[src/rtl/ipr_mchan_fifo.sv]
`default_nettype none
// ============================================================================
// Module   : ipr_mchan_fifo
// Brief    : Multi-channel synchronous FIFO. Each channel owns a private
//            circular buffer. Per-channel watchdog flush, bulk-level
//            interrupt, sticky overflow/underflow error flags.
// Revision : 1.0 - initial release
// ============================================================================
module ipr_mchan_fifo #(
  parameter int DSIZE          = 32,
  parameter int ASIZE          = 4,
  parameter int NUM_CH         = 4,
  parameter bit FALLTHROUGH    = 1'b1,
  parameter int WATCHDOG_LIMIT = 100,
  parameter int BULK_NUMBER    = 10,
  localparam int CW            = $clog2(NUM_CH)
) (
  input  logic                        clk,
  input  logic                        rst_n,
  input  logic                        wr_valid,
  input  logic [CW-1:0]               wr_ch,
  input  logic [DSIZE-1:0]            wr_data,
  output logic                        wr_ready,
  input  logic [CW-1:0]               rd_ch,
  input  logic                        rd_ready,
  output logic                        rd_valid,
  output logic [DSIZE-1:0]            rd_data,
  output logic [NUM_CH*(ASIZE+1)-1:0] ch_count,
  output logic [NUM_CH-1:0]           bulk_irq,
  output logic [NUM_CH-1:0]           wd_flush,
  input  logic                        err_clr,
  output logic                        error_flag
);

  localparam int DEPTH = 1 << ASIZE;
  // The watchdog never counts past LIMIT-1: the flush edge clears it.
  localparam int WDW   = (WATCHDOG_LIMIT > 1) ? $clog2(WATCHDOG_LIMIT) : 1;

  // Storage is intentionally not reset; pointers/counts define validity.
  logic [DSIZE-1:0]                mem [NUM_CH][DEPTH];
  logic [NUM_CH-1:0][ASIZE-1:0]    wr_ptr;
  logic [NUM_CH-1:0][ASIZE-1:0]    rd_ptr;
  logic [NUM_CH-1:0][ASIZE:0]      count;
  logic [NUM_CH-1:0][WDW-1:0]      wd_cnt;
  logic [NUM_CH-1:0]               ovf;
  logic [NUM_CH-1:0]               udf;
  logic [NUM_CH-1:0]               full;
  logic [NUM_CH-1:0]               empty;
  logic [NUM_CH-1:0]               push;
  logic [NUM_CH-1:0]               pop;
  logic [NUM_CH-1:0]               stall;
  logic [NUM_CH-1:0]               flush_now;
  logic [DSIZE-1:0]                head;

  // Per-channel status decode and channel-selected handshake/read muxing.
  always_comb begin
    wr_ready = 1'b0;
    rd_valid = 1'b0;
    head     = '0;
    for (int c = 0; c < NUM_CH; c++) begin
      full[c]      = (count[c] == (ASIZE+1)'(DEPTH));
      empty[c]     = (count[c] == '0);
      pop[c]       = rd_ready && (rd_ch == CW'(c)) && !empty[c];
      stall[c]     = !empty[c] && !pop[c];
      flush_now[c] = stall[c] && (wd_cnt[c] == WDW'(WATCHDOG_LIMIT - 1));
      bulk_irq[c]  = (count[c] >= (ASIZE+1)'(BULK_NUMBER));
      if (wr_ch == CW'(c)) begin
        // Registered count only: a same-cycle pop does not open a slot.
        wr_ready = !full[c] && !flush_now[c];
      end
      if (rd_ch == CW'(c)) begin
        rd_valid = !empty[c];
        head     = mem[c][rd_ptr[c]];
      end
    end
    for (int c = 0; c < NUM_CH; c++) begin
      push[c] = wr_valid && wr_ready && (wr_ch == CW'(c));
    end
  end

  assign ch_count   = count;
  assign error_flag = |{ovf, udf};

  // Pointer, count, watchdog and sticky-error state for every channel.
  always_ff @(posedge clk or negedge rst_n) begin
    if (!rst_n) begin
      wr_ptr   <= '0;
      rd_ptr   <= '0;
      count    <= '0;
      wd_cnt   <= '0;
      wd_flush <= '0;
      ovf      <= '0;
      udf      <= '0;
    end else begin
      for (int c = 0; c < NUM_CH; c++) begin
        if (flush_now[c]) begin
          // Drop everything queued; no push or pop can coincide here.
          rd_ptr[c] <= wr_ptr[c];
          count[c]  <= '0;
          wd_cnt[c] <= '0;
        end else begin
          if (push[c]) wr_ptr[c] <= wr_ptr[c] + 1'b1;
          if (pop[c])  rd_ptr[c] <= rd_ptr[c] + 1'b1;
          if (push[c] && !pop[c])      count[c] <= count[c] + 1'b1;
          else if (pop[c] && !push[c]) count[c] <= count[c] - 1'b1;
          wd_cnt[c] <= stall[c] ? wd_cnt[c] + 1'b1 : '0;
        end
        wd_flush[c] <= flush_now[c];
        // A fresh error in the same cycle takes priority over err_clr.
        ovf[c] <= (wr_valid && (wr_ch == CW'(c)) && full[c]) || (ovf[c] && !err_clr);
        udf[c] <= (rd_ready && (rd_ch == CW'(c)) && empty[c]) || (udf[c] && !err_clr);
      end
    end
  end

  // Buffer write port.
  always_ff @(posedge clk) begin
    for (int c = 0; c < NUM_CH; c++) begin
      if (push[c]) mem[c][wr_ptr[c]] <= wr_data;
    end
  end

  generate
    if (FALLTHROUGH) begin : g_ft
      assign rd_data = head;
    end else begin : g_reg
      logic [DSIZE-1:0] rd_q;
      // Capture the popped word; hold it between pops.
      always_ff @(posedge clk or negedge rst_n) begin
        if (!rst_n)                   rd_q <= '0;
        else if (rd_ready && rd_valid) rd_q <= head;
      end
      assign rd_data = rd_q;
    end
  endgenerate

endmodule
`default_nettype wire
[config.mk]
export PLATFORM = sky130hd
export DESIGN_NAME = ipr_mchan_fifo
export DESIGN_NICKNAME = d
export VERILOG_FILES = /design/src/rtl/ipr_mchan_fifo.sv
export SDC_FILE = /design/constraint.sdc
export NUM_CORES = 2
export LEC_CHECK = 0
export ABC_AREA = 0
export ABC_CLOCK_PERIOD_IN_PS = 7400
export BUFFER_PORTS_ARGS = -buffer_cell sky130_fd_sc_hd__buf_2
export CORE_MARGIN = 2
export CORE_UTILIZATION = 45
export DETAILED_ROUTE_END_ITERATION = 10
export HOLD_SLACK_MARGIN = 0.15
export PLACE_DENSITY = 0.67
export SYNTH_ARGS = -nofsm -noshare
export SYNTH_HDL_FRONTEND = slang
export SYNTH_SLANG_ARGS = --single-unit
[constraint.sdc]
create_clock -name clk -period 7.4 [get_ports clk]
set_clock_uncertainty 0.1 [all_clocks]
set_input_delay 2.22 -clock clk [delete_from_list [all_inputs] [get_ports clk]]
set_output_delay 2.22 -clock clk [all_outputs]
set_load 0.1 [all_outputs]
==> reports/summary.txt <==
fin. max-slew vios = 0
slowest cell on the critical path = dfrtp_4
Synth Area per Inst = 21.4 µm²
Sum Neg Setup Slack = 0 ps
Max rail drop VDD = 0.386 mV
CTS Buffer Depth = 3
Arr. time, crit path = 4620 ps
worst r2r dst = mem[3][101]$_DFFE_PP_
P&R area growth vs syn = 12.9%
vias in the first global route = 41,500
largest net degree at the start of global routing = 65
fmax = 144 MHz
crit-path max cell delay = 960 ps
die width = 434 µm
wirelength, routed = 223,000 µm
Post-CTS Hold Fix Bufs = 0
nets = 4,243
Hold EP = wd_cnt[7]$_DFF_PN0_
largest area contributor in the netlist = edfxtp_1
post-synthesis cell area = 83,200 µm²
Synth Instances = 3,895
Die ar. = 188,000 µm²
WHS = 351 ps
final core utilization = 51.2%
Largest delay share family, worst path = flip-flops
top area cells in the synthesized netlist = edfxtp_1, mux4_2, dfrtp_1
# rows = 157
Net Count, Synth = 3,980
post-CTS sizing = 0
Reg2Reg Setup Slack = 3340 ps
H-tree lvl count = 4
max layer used = met5
drt drc = 0
WP data required = 5080 ps
fin crit period = 6940 ps
layout cells sized above 1 = 25.7%
Antenna Nets Post-Route = 0
max-cap violation count = 0
gp weighted congestion = 0.886
asr flop ratio synth = 4.30%
number of CTS-inserted buffers = 200
RSZ-0062 raised after global routing = no
post-synthesis sequential area ratio = 76.7%
CP Max Fanout = 38
gr ovfl total = 0
global-route wire length before repair = 316,000 µm
antenna violations before repair = 24
Synth warnings = 0
io pins = 104
Hold Path Class = reg2reg
initial DRC count = 5,844
clock share of power = 28.4%
#FFs+latches synth = 2,140
P_sw = 11.8 mW
final setup violation count = 0
final worst-path cycle share = 93.8%
Placed Area = 87,700 µm²
internal cell power = 23.1 mW
crit path cell chain = buf_4 > mux4_2 > a22oi_1 > a21oi_1 > or4_1 > buf_12
post-layout instance area = 93,900 µm²
vias per inst = 6.19
Reg clk slew, reported paths = 60 ps
Startpoint Class = flop
reg-to-reg critical path startpoint = ch_count[16]$_DFFE_PN0P_
WL met2 = 107,000 µm
CTS sink cnt = 2,140
Filler cells = 14,300
status = finished, final reports clean
Worst-Skew Late Latency = 840 ps
Critical Path End Type = output pin
CTS tree = yes
pwr dens = 371 nW/µm²
Clk Tree Root Cell = clkbuf_16
DRT Pass-1 Iters = 5
storage element area = 63,800 µm²
footprint of the multi-input gates = 18,500 µm²
relative slew slack = 7.59%
Final Hold Fails = 0
Worst Path Buf+Inv = 2
wire per inst = 32.8 µm
I/O Buffers = 103
wl on met1 = 86,400 µm
Worst setup startpoint = rd_ptr[0]$_DFFE_PN0P_
Yosys top cell area share = 73.9%
hold path depth = 1
initial core utilization = 45.4%
synth unique cells = 69
via count = 42,100
die height = 434 µm
Post-synth EDFFs = 2,048
Power Total = 34.8 mW
Gate power share = 29.7%
FF-to-FF path depth = 6
static leakage = 29.8 nW
sequential fraction of design power = 41.9%
post-DP HPWL = 137,000 µm
switching part of the total power = 33.8%
critical path class = reg2out
main flop type after synthesis = edfxtp_1
core region area = 183,000 µm²
GRT Util Overall = 23.9%
Worst-Margin Slew = 1390 ps
post-CTS repair timing setup buffer count = 0
Hold Path Origin = wd_cnt[7]$_DFF_PN0_
metal3 WL = 22,900 µm
[power by group through the flow]
| stage | registers (mW) | logic [mW] | clock network (mW) |
|---|---|---|---|
| CTS | 14.6 | 10.3 | 9.99 |
| detailed placement | 14.9 | 10.3 | 0 |
| floorplan | 14.5 | 6.75 | 0 |
| global route | 14.7 | 10.7 | 10.5 |
| global placement | 14.8 | 10.3 | 0 |
| finish | 14.6 | 10.3 | 9.90 |
[routing by layer]
layer / global-route usage, % / vias to the layer above
met5: 0 / -
met4: 7.67 / 12
met3: 5.50 / 355
met2: 37.7 / 2295
met1: 33.2 / 22500
li1: - / 16900
[how the worst max path moves through the flow]
stage	end	slack (ps)	cells past startpoint
after detailed placement	rd_data[14]	600	6
after global routing	rd_data[3]	300	6
final	rd_data[3]	460	6
after CTS	rd_data[3]	360	6
after floorplan	mem[0][384]$_DFFE_PP_	400	4
after global placement	rd_data[21]	640	6
[layout by cell type, fill, tap and decap left out, drive strengths merged, types with 9 or more instances in the layout]
master  count
diode      14
mux4      483
nand2      95
clkinv     79
nor4       15
bufinv     11
nor2b      14
nand2b      9
o22ai      26
and3       17
a221oi     45
nand3      30
nor3b      10
buf       267
a22oi     131
a22o        9
nor4b       9
nor2       57
xnor2      31
and2       33
a41oi      15
dfrtp      92
ha         40
xor2       20
inv        41
clkbuf    262
a21oi      79
mux2i     125
or4        21
and4       20
a21o       11
nor3       26
edfxtp   2048
o21ai      93
[synthesized netlist by cell type, drive strengths merged, types with 15 or more instances]
cell type and count:
a21oi 79, a221oi 45, a22oi 131, a41oi 15, and2 33, and3 17
and4 20, buf 122, clkbuf 84, dfrtp 92, edfxtp 2048, ha 40
inv 33, mux2i 125, mux4 483, nand2 95, nand3 30, nor2 57
nor3 26, nor4 15, o21ai 93, o22ai 26, or4 21, xnor2 31
xor2 20
[worst reg2reg max path, delay by kind of cell, from the launching register on]
kind,cells,cell delay (ps)
and+or+nand+nor,5,2630
buffers and inverters,1,480
DFF,1,460
[per-stage QoR]
step                instances  setup slack, ps
finish                   6799              456
global route             6794              295
CTS                      6785              360
detailed placement       6420              598
global placement         6420              637
floorplan                3895              396
[state kept, by name, summed over array words and instances (netlist names)]
signal	cells
udf	4
wr_ptr	16
wd_cnt	28
ovf	4
ch_count	20
rd_ptr	16
mem	2048
wd_flush	4
[kinds of logic (layout without fill, tap and decap cells)]
| family | count (synthesis) | in the layout | share of synthesized area (%) |
|---|---|---|---|
| buffers and inverters | 239 | 665 | 1.44 |
| adder cells (fa/ha/maj) | 44 | 44 | 0.698 |
| multiplexers | 612 | 612 | 14.7 |
| AO/OA/AOI/OAI | 425 | 425 | 3.42 |
| other | 0 | 14 | 0 |
| XOR/XNOR | 51 | 51 | 0.546 |
| AND/OR/NAND/NOR | 384 | 384 | 2.57 |
| flip-flops | 2140 | 2140 | 76.7 |
[area by class of cell]
type,count,area share (%)
clock inverter,103,0.891
timing repair buffer,267,2.33
clock buffer,262,5.73
sequential,2140,68.0
antenna,14,0.0373
inverter,33,0.132
multi-input combinational,1516,19.6
tap,2464,3.28
No activity file was read; power rests on OpenSTA's default activity.
